`src/rtl/amber48_pkg.sv`:
```
// Shared types and constants for the amber48 UART serial path.
package amber48_pkg;

    typedef enum logic [1:0] {
        UART_IDLE  = 2'd0,
        UART_START = 2'd1,
        UART_DATA  = 2'd2,
        UART_STOP  = 2'd3
    } uart_tx_state_e;

    localparam int UART_FRAME_BITS = 10;
    localparam int UART_DROP_W     = 16;

endpackage

```
`src/rtl/amber48_sync_fifo.sv`:
```
// Single-clock show-ahead FIFO with an explicit level counter so full and
// empty are unambiguous when the pointers coincide.
module amber48_sync_fifo #(
    parameter int WIDTH = 8,
    parameter int DEPTH = 16,
    localparam int AW   = $clog2(DEPTH),
    localparam int LW   = $clog2(DEPTH + 1)
) (
    input  logic             clk_i,
    input  logic             rst_i,
    input  logic             push_i,
    input  logic             pop_i,
    input  logic [WIDTH-1:0] wdata_i,
    output logic [WIDTH-1:0] rdata_o,
    output logic             full_o,
    output logic             empty_o,
    output logic [LW-1:0]    level_o
);

    localparam logic [LW-1:0] FULL_LVL = LW'(DEPTH);

    if (DEPTH < 2 || (DEPTH & (DEPTH - 1)) != 0) begin : g_depth_chk
        $error("amber48_sync_fifo: DEPTH must be a power of two and >= 2");
    end

    logic [WIDTH-1:0] mem_q [DEPTH];
    logic [AW-1:0]    wptr_q, wptr_d;
    logic [AW-1:0]    rptr_q, rptr_d;
    logic [LW-1:0]    level_q, level_d;
    logic             push_ok, pop_ok;

    assign empty_o = (level_q == '0);
    assign full_o  = (level_q == FULL_LVL);
    assign level_o = level_q;
    assign rdata_o = mem_q[rptr_q];

    // A push into a full FIFO is legal when a pop frees the head slot on the same edge.
    assign pop_ok  = pop_i && !empty_o;
    assign push_ok = push_i && (!full_o || pop_ok);

    always_comb begin
        wptr_d  = wptr_q;
        rptr_d  = rptr_q;
        level_d = level_q;
        if (push_ok) wptr_d = wptr_q + 1'b1;
        if (pop_ok)  rptr_d = rptr_q + 1'b1;
        case ({push_ok, pop_ok})
            2'b10:   level_d = level_q + 1'b1;
            2'b01:   level_d = level_q - 1'b1;
            default: level_d = level_q;
        endcase
    end

    always_ff @(posedge clk_i) begin
        if (rst_i) begin
            wptr_q  <= '0;
            rptr_q  <= '0;
            level_q <= '0;
        end else begin
            wptr_q  <= wptr_d;
            rptr_q  <= rptr_d;
            level_q <= level_d;
        end
    end

    always_ff @(posedge clk_i) begin
        if (push_ok) mem_q[wptr_q] <= wdata_i;
    end

endmodule

```
`src/rtl/amber48_uart_tx.sv`:
```
// 8N1 UART transmitter fed by a no-backpressure byte strobe; bytes that
// arrive while the FIFO is full are dropped and counted.
module amber48_uart_tx
    import amber48_pkg::*;
#(
    parameter int CLK_HZ     = 27_000_000,
    parameter int BAUD       = 115200,
    parameter int FIFO_DEPTH = 16,
    localparam int LVL_W     = $clog2(FIFO_DEPTH + 1)
) (
    input  logic                   clk_i,
    input  logic                   rst_i,
    input  logic                   tx_valid_i,
    input  logic [7:0]             tx_data_i,
    input  logic                   clr_overflow_i,
    output logic                   txd_o,
    output logic                   busy_o,
    output logic [LVL_W-1:0]       fifo_level_o,
    output logic                   overflow_o,
    output logic [UART_DROP_W-1:0] drop_count_o
);

    localparam int DIV = (CLK_HZ + BAUD / 2) / BAUD;
    localparam int TW  = (DIV > 2) ? $clog2(DIV) : 1;
    localparam logic [TW-1:0] TMR_LOAD = TW'(DIV - 1);
    localparam logic [2:0]    LAST_BIT = 3'(UART_FRAME_BITS - 3);

    if (DIV < 2) begin : g_div_chk
        $error("amber48_uart_tx: CLK_HZ/BAUD divisor must be >= 2");
    end

    function automatic logic [UART_DROP_W-1:0] sat_inc(input logic [UART_DROP_W-1:0] v);
        return (v == '1) ? v : v + 1'b1;
    endfunction

    uart_tx_state_e         state_q, state_d;
    logic [TW-1:0]          tmr_q, tmr_d;
    logic [2:0]             bit_q, bit_d;
    logic [7:0]             shift_q, shift_d;
    logic                   txd_q, txd_d;
    logic                   ovf_q, ovf_d;
    logic [UART_DROP_W-1:0] drop_q, drop_d;

    logic                   fifo_push, fifo_pop, fifo_full, fifo_empty, drop;
    logic [7:0]             fifo_rdata;
    logic [LVL_W-1:0]       fifo_level;
    logic                   tmr_zero;

    amber48_sync_fifo #(
        .WIDTH (8),
        .DEPTH (FIFO_DEPTH)
    ) u_fifo (
        .clk_i   (clk_i),
        .rst_i   (rst_i),
        .push_i  (fifo_push),
        .pop_i   (fifo_pop),
        .wdata_i (tx_data_i),
        .rdata_o (fifo_rdata),
        .full_o  (fifo_full),
        .empty_o (fifo_empty),
        .level_o (fifo_level)
    );

    assign tmr_zero  = (tmr_q == '0);
    assign fifo_push = tx_valid_i && (!fifo_full || fifo_pop);
    assign drop      = tx_valid_i && fifo_full && !fifo_pop;

    always_comb begin
        state_d  = state_q;
        tmr_d    = tmr_q;
        bit_d    = bit_q;
        shift_d  = shift_q;
        txd_d    = txd_q;
        fifo_pop = 1'b0;
        case (state_q)
            UART_IDLE: begin
                txd_d = 1'b1;
                if (!fifo_empty) begin
                    fifo_pop = 1'b1;
                    shift_d  = fifo_rdata;
                    tmr_d    = TMR_LOAD;
                    state_d  = UART_START;
                    txd_d    = 1'b0;
                end
            end
            UART_START: begin
                if (tmr_zero) begin
                    state_d = UART_DATA;
                    bit_d   = '0;
                    tmr_d   = TMR_LOAD;
                    txd_d   = shift_q[0];
                end else begin
                    tmr_d = tmr_q - 1'b1;
                end
            end
            UART_DATA: begin
                if (tmr_zero) begin
                    tmr_d = TMR_LOAD;
                    if (bit_q == LAST_BIT) begin
                        state_d = UART_STOP;
                        txd_d   = 1'b1;
                    end else begin
                        bit_d   = bit_q + 1'b1;
                        shift_d = shift_q >> 1;
                        txd_d   = shift_q[1];
                    end
                end else begin
                    tmr_d = tmr_q - 1'b1;
                end
            end
            UART_STOP: begin
                if (tmr_zero) begin
                    // Chain straight into the next start bit to avoid an idle gap.
                    if (!fifo_empty) begin
                        fifo_pop = 1'b1;
                        shift_d  = fifo_rdata;
                        tmr_d    = TMR_LOAD;
                        state_d  = UART_START;
                        txd_d    = 1'b0;
                    end else begin
                        state_d = UART_IDLE;
                        txd_d   = 1'b1;
                    end
                end else begin
                    tmr_d = tmr_q - 1'b1;
                end
            end
            default: begin
                state_d = UART_IDLE;
                txd_d   = 1'b1;
            end
        endcase
    end

    // A drop landing on the same edge as a clear survives as a single count.
    always_comb begin
        ovf_d  = ovf_q;
        drop_d = drop_q;
        if (clr_overflow_i) begin
            ovf_d  = drop;
            drop_d = drop ? UART_DROP_W'(1) : '0;
        end else if (drop) begin
            ovf_d  = 1'b1;
            drop_d = sat_inc(drop_q);
        end
    end

    always_ff @(posedge clk_i) begin
        if (rst_i) begin
            state_q <= UART_IDLE;
            tmr_q   <= '0;
            bit_q   <= '0;
            txd_q   <= 1'b1;
            ovf_q   <= 1'b0;
            drop_q  <= '0;
        end else begin
            state_q <= state_d;
            tmr_q   <= tmr_d;
            bit_q   <= bit_d;
            txd_q   <= txd_d;
            ovf_q   <= ovf_d;
            drop_q  <= drop_d;
        end
    end

    always_ff @(posedge clk_i) begin
        shift_q <= shift_d;
    end

    assign txd_o        = txd_q;
    assign busy_o       = (state_q != UART_IDLE) || (fifo_level != '0);
    assign fifo_level_o = fifo_level;
    assign overflow_o   = ovf_q;
    assign drop_count_o = drop_q;

endmodule

```
`config.mk`:
```
export PLATFORM = sky130hd
export DESIGN_NAME = amber48_uart_tx
export DESIGN_NICKNAME = d
export VERILOG_FILES = /design/src/rtl/amber48_pkg.sv /design/src/rtl/amber48_sync_fifo.sv /design/src/rtl/amber48_uart_tx.sv
export SDC_FILE = /design/constraint.sdc
export NUM_CORES = 1
export LEC_CHECK = 0
export CAP_MARGIN = 5
export CORE_AREA = 2 2 120 122
export CTS_CLUSTER_SIZE = 30
export DETAILED_ROUTE_END_ITERATION = 16
export DIE_AREA = 0 0 122 124
export PLACE_DENSITY = 0.89
export SYNTH_ARGS = -nofsm -noshare
export SYNTH_HDL_FRONTEND = slang
export SYNTH_HIERARCHICAL = 1
export SYNTH_SLANG_ARGS = --single-unit
```
`constraint.sdc`:
```
create_clock -name clk_i -period 4.2 [get_ports clk_i]
set_clock_uncertainty 0.15 [all_clocks]
set_input_delay 0.42 -clock clk_i [delete_from_list [all_inputs] [get_ports clk_i]]
set_output_delay 0.42 -clock clk_i [all_outputs]
set_load 0.05 [all_outputs]
```
==> results of run 1 <==
[routing by layer]
layer,wire length [um],global-route usage,vias to the layer above
li1,-,-,2332
met1,7040,0.311,2642
met2,9130,0.427,290
met3,1270,0.0659,49
met4,636,0.119,0
met5,0,0,-
[through the flow]
stage / utilization / cells / power, mW / hold slack, ps / instance area [um2]
global placement: 0.626 / 774 / 4.23 / 313 / 8590
finish: 0.670 / 806 / 5.93 / 332 / 9190
detailed placement: 0.626 / 774 / 4.34 / 328 / 8590
CTS: 0.670 / 806 / 5.92 / 338 / 9190
floorplan: - / 577 / 3.85 / 320 / 8080
global route: 0.670 / 806 / 6.21 / 360 / 9190
[final cells by class]
type	count	area, um2
Tap cell	180	225
Clock inverter	15	171
Timing Repair Buffer	41	395
Multi-Input combinational cell	348	2850
Sequential cell	184	5050
Fill cell	900	4530
Inverter	21	78.8
Clock buffer	17	425
[cells by family (layout without fill, tap and decap cells)]
| logic type | after synthesis | in the layout | synth area share |
|---|---|---|---|
| fa+ha+maj | 19 | 19 | 0.0304 |
| simple gates | 164 | 164 | 0.109 |
| flops | 184 | 184 | 0.625 |
| buf+inv | 45 | 94 | 0.0226 |
| mux | 42 | 42 | 0.102 |
| compound gates | 116 | 116 | 0.104 |
| xor+xnor | 7 | 7 | 0.00759 |
[state kept, by name, indices dropped and copies added (netlist names), named ones only]
signal,flops
tmr_q,8
overflow_o,1
state_q,2
u_fifo/rptr_q,4
txd_o,1
shift_q,8
bit_q,3
u_fifo/mem_q,128
drop_count_o,16
u_fifo/wptr_q,4
u_fifo/level_o,5
[critical path, stage by stage, from the launching register on]
cell,delay [ps]
dfxtp_1,350
inv_1,110
ha_1,170
nor3b_2,540
a31oi_4,210
o21ai_0,190
and2_1,320
nor2b_1,130
o21ai_4,100
inv_2,110
ha_1,330
o2bb2ai_1,260
a2111oi_0,100
or4_1,540
[Yosys cell counts, types with 2 or more instances]
cell / instances
a211oi_1: 6
o21ai_2: 2
nor3b_1: 3
nor2b_1: 10
inv_1: 20
or3_1: 3
mux4_2: 32
a21oi_1: 24
nor4_1: 4
nand2b_1: 5
o21ai_0: 13
nor2_1: 45
and3_1: 5
xnor2_1: 4
clkbuf_1: 15
and4_1: 4
o211ai_1: 2
or4_1: 3
buf_2: 5
nand4_1: 4
nor3_1: 20
and2_1: 15
or2_2: 5
nand3_1: 13
o21a_1: 10
a31oi_1: 7
edfxtp_1: 136
nand2_1: 18
a41oi_1: 2
o31ai_1: 2
ha_1: 18
a22oi_1: 18
a311oi_1: 6
xor2_1: 3
buf_1: 3
o21ai_4: 2
dfxtp_1: 48
mux2i_1: 9
a22o_1: 8
[final timing paths]
path	to	depth (start not counted)	slack, ps	from
worst max-delay path	u_fifo/level_o[4]$_SDFFE_PP0P_	13	460	tmr_q[0]$_SDFF_PP0_
worst min-delay path	overflow_o$_SDFFE_PP0P_	2	330	overflow_o$_SDFFE_PP0P_
worst min register to register	overflow_o$_SDFFE_PP0P_	2	330	overflow_o$_SDFFE_PP0P_
worst max register to register	u_fifo/level_o[4]$_SDFFE_PP0P_	13	460	tmr_q[0]$_SDFF_PP0_
[power by group]
part / internal [mW] / leakage [nW] / switching [mW]
logic: 0.806 / 1.16 / 1.19
clock network: 0.805 / 0.285 / 0.782
registers: 2.17 / 1.63 / 0.183
total: 3.78 / 3.07 / 2.15
==> run metrics, run 1 <==
clock-pin slew on the worst setup and hold paths 70 ps; Initial Util 0.589; CTS root buf clkbuf_16; area growth from synthesis to layout 13.8%; EDFF count, synth 136; Final Critical Period 3740 ps; DR DRC count 0; first-pass GRT wire length 28,200 um; Setup Crit Path Kind flip-flop to flip-flop; Vias 5,313; initial antenna violation count 0; gr usage total 0.255; total wire length 18,100 um; Hold Crit Class flip-flop to flip-flop; FFs w/ async S/R, synth 0; Worst slew margin 0.426; Syn. warnings 6; sequential area share after synthesis 0.625; dpl ws 586 ps; antenna-violating nets left 0; Crit Path Max Fanout 9; H-tree depth 4; die height 124 um; grt total ovfl 0; final net count 644; synth unique cells 64; CTS Buf Count 17; Hold Fails Final Rpt 0; Synth area leader edfxtp_1; peak supply drop 0.000482 V; synthesized area 0.00808 mm2; critical path data arrival time 3900 ps; ranking of synthesized cells by area edfxtp_1 (51%), dfxtp_1 (12%), mux4_2 (8.9%), ha_1 (2.8%), nor2_1 (2.1%); routed len/inst 22.4 um; row cnt 43; Clock Sinks 184; largest net degree at the start of global routing 33; CORE AREA 0.0137 mm2; DIE WIDTH 122 um; # IOs 36; vias in the first global route 5,260; n_diodes 0; layout cells sized above 1 0.142; Worst Setup End Kind flip-flop; Pwr per Cell Area 645 mW/mm2; fmax 0.267 GHz; post-DR vias/cell 6.59; Sum Neg Setup Slack 0 ps; Worst Tran Pin Value 855 ps; CTS tree built; CTS Hold Bufs 0; first-pass iteration count of the detailed router 5; DP Wirelength 11,600 um; Slew Viols, Final 0; ys flop type edfxtp_1; post-CTS setup buffers 0; final setup fails 0; Setup crit start kind flip-flop; post-synthesis register bit count 184; Worst EP required 4360 ps; # resized after CTS 0; final worst slack 459 ps; syn_area_per_cell 14.0 um2; Lkg Pwr 3.07 nW; RSZ-0062 raised after global routing false; Synth Instances 577; Final period util 0.891; Synth top area share 0.506; status finished, final reports clean; Skew-Pair Late Insertion Delay 440 ps; most frequent cells in the layout edfxtp_1 (136), dfxtp_1 (47), nor2_1 (45); DRT iter0 DRCs 664; commonest non-fill, non-tap cell in the layout edfxtp_1; PortBufs 35; clock buffer depth 2; GP Congestion 0.876; die area 0.0151 mm2; MaxCap Viol Count 0; syn_nets 608
(Power assumes the default switching activity.)
==> inputs of run 2 (changes only) <==
- SLEW_MARGIN: unset -> 20
==> results of run 2 <==
The final DEF is identical to that of run 1; final timing and power are the same.
==> inputs of run 3 (changes only) <==
- CAP_MARGIN: 5 -> 20
==> results of run 3 <==
The final DEF is identical to that of run 1; final timing and power are the same.
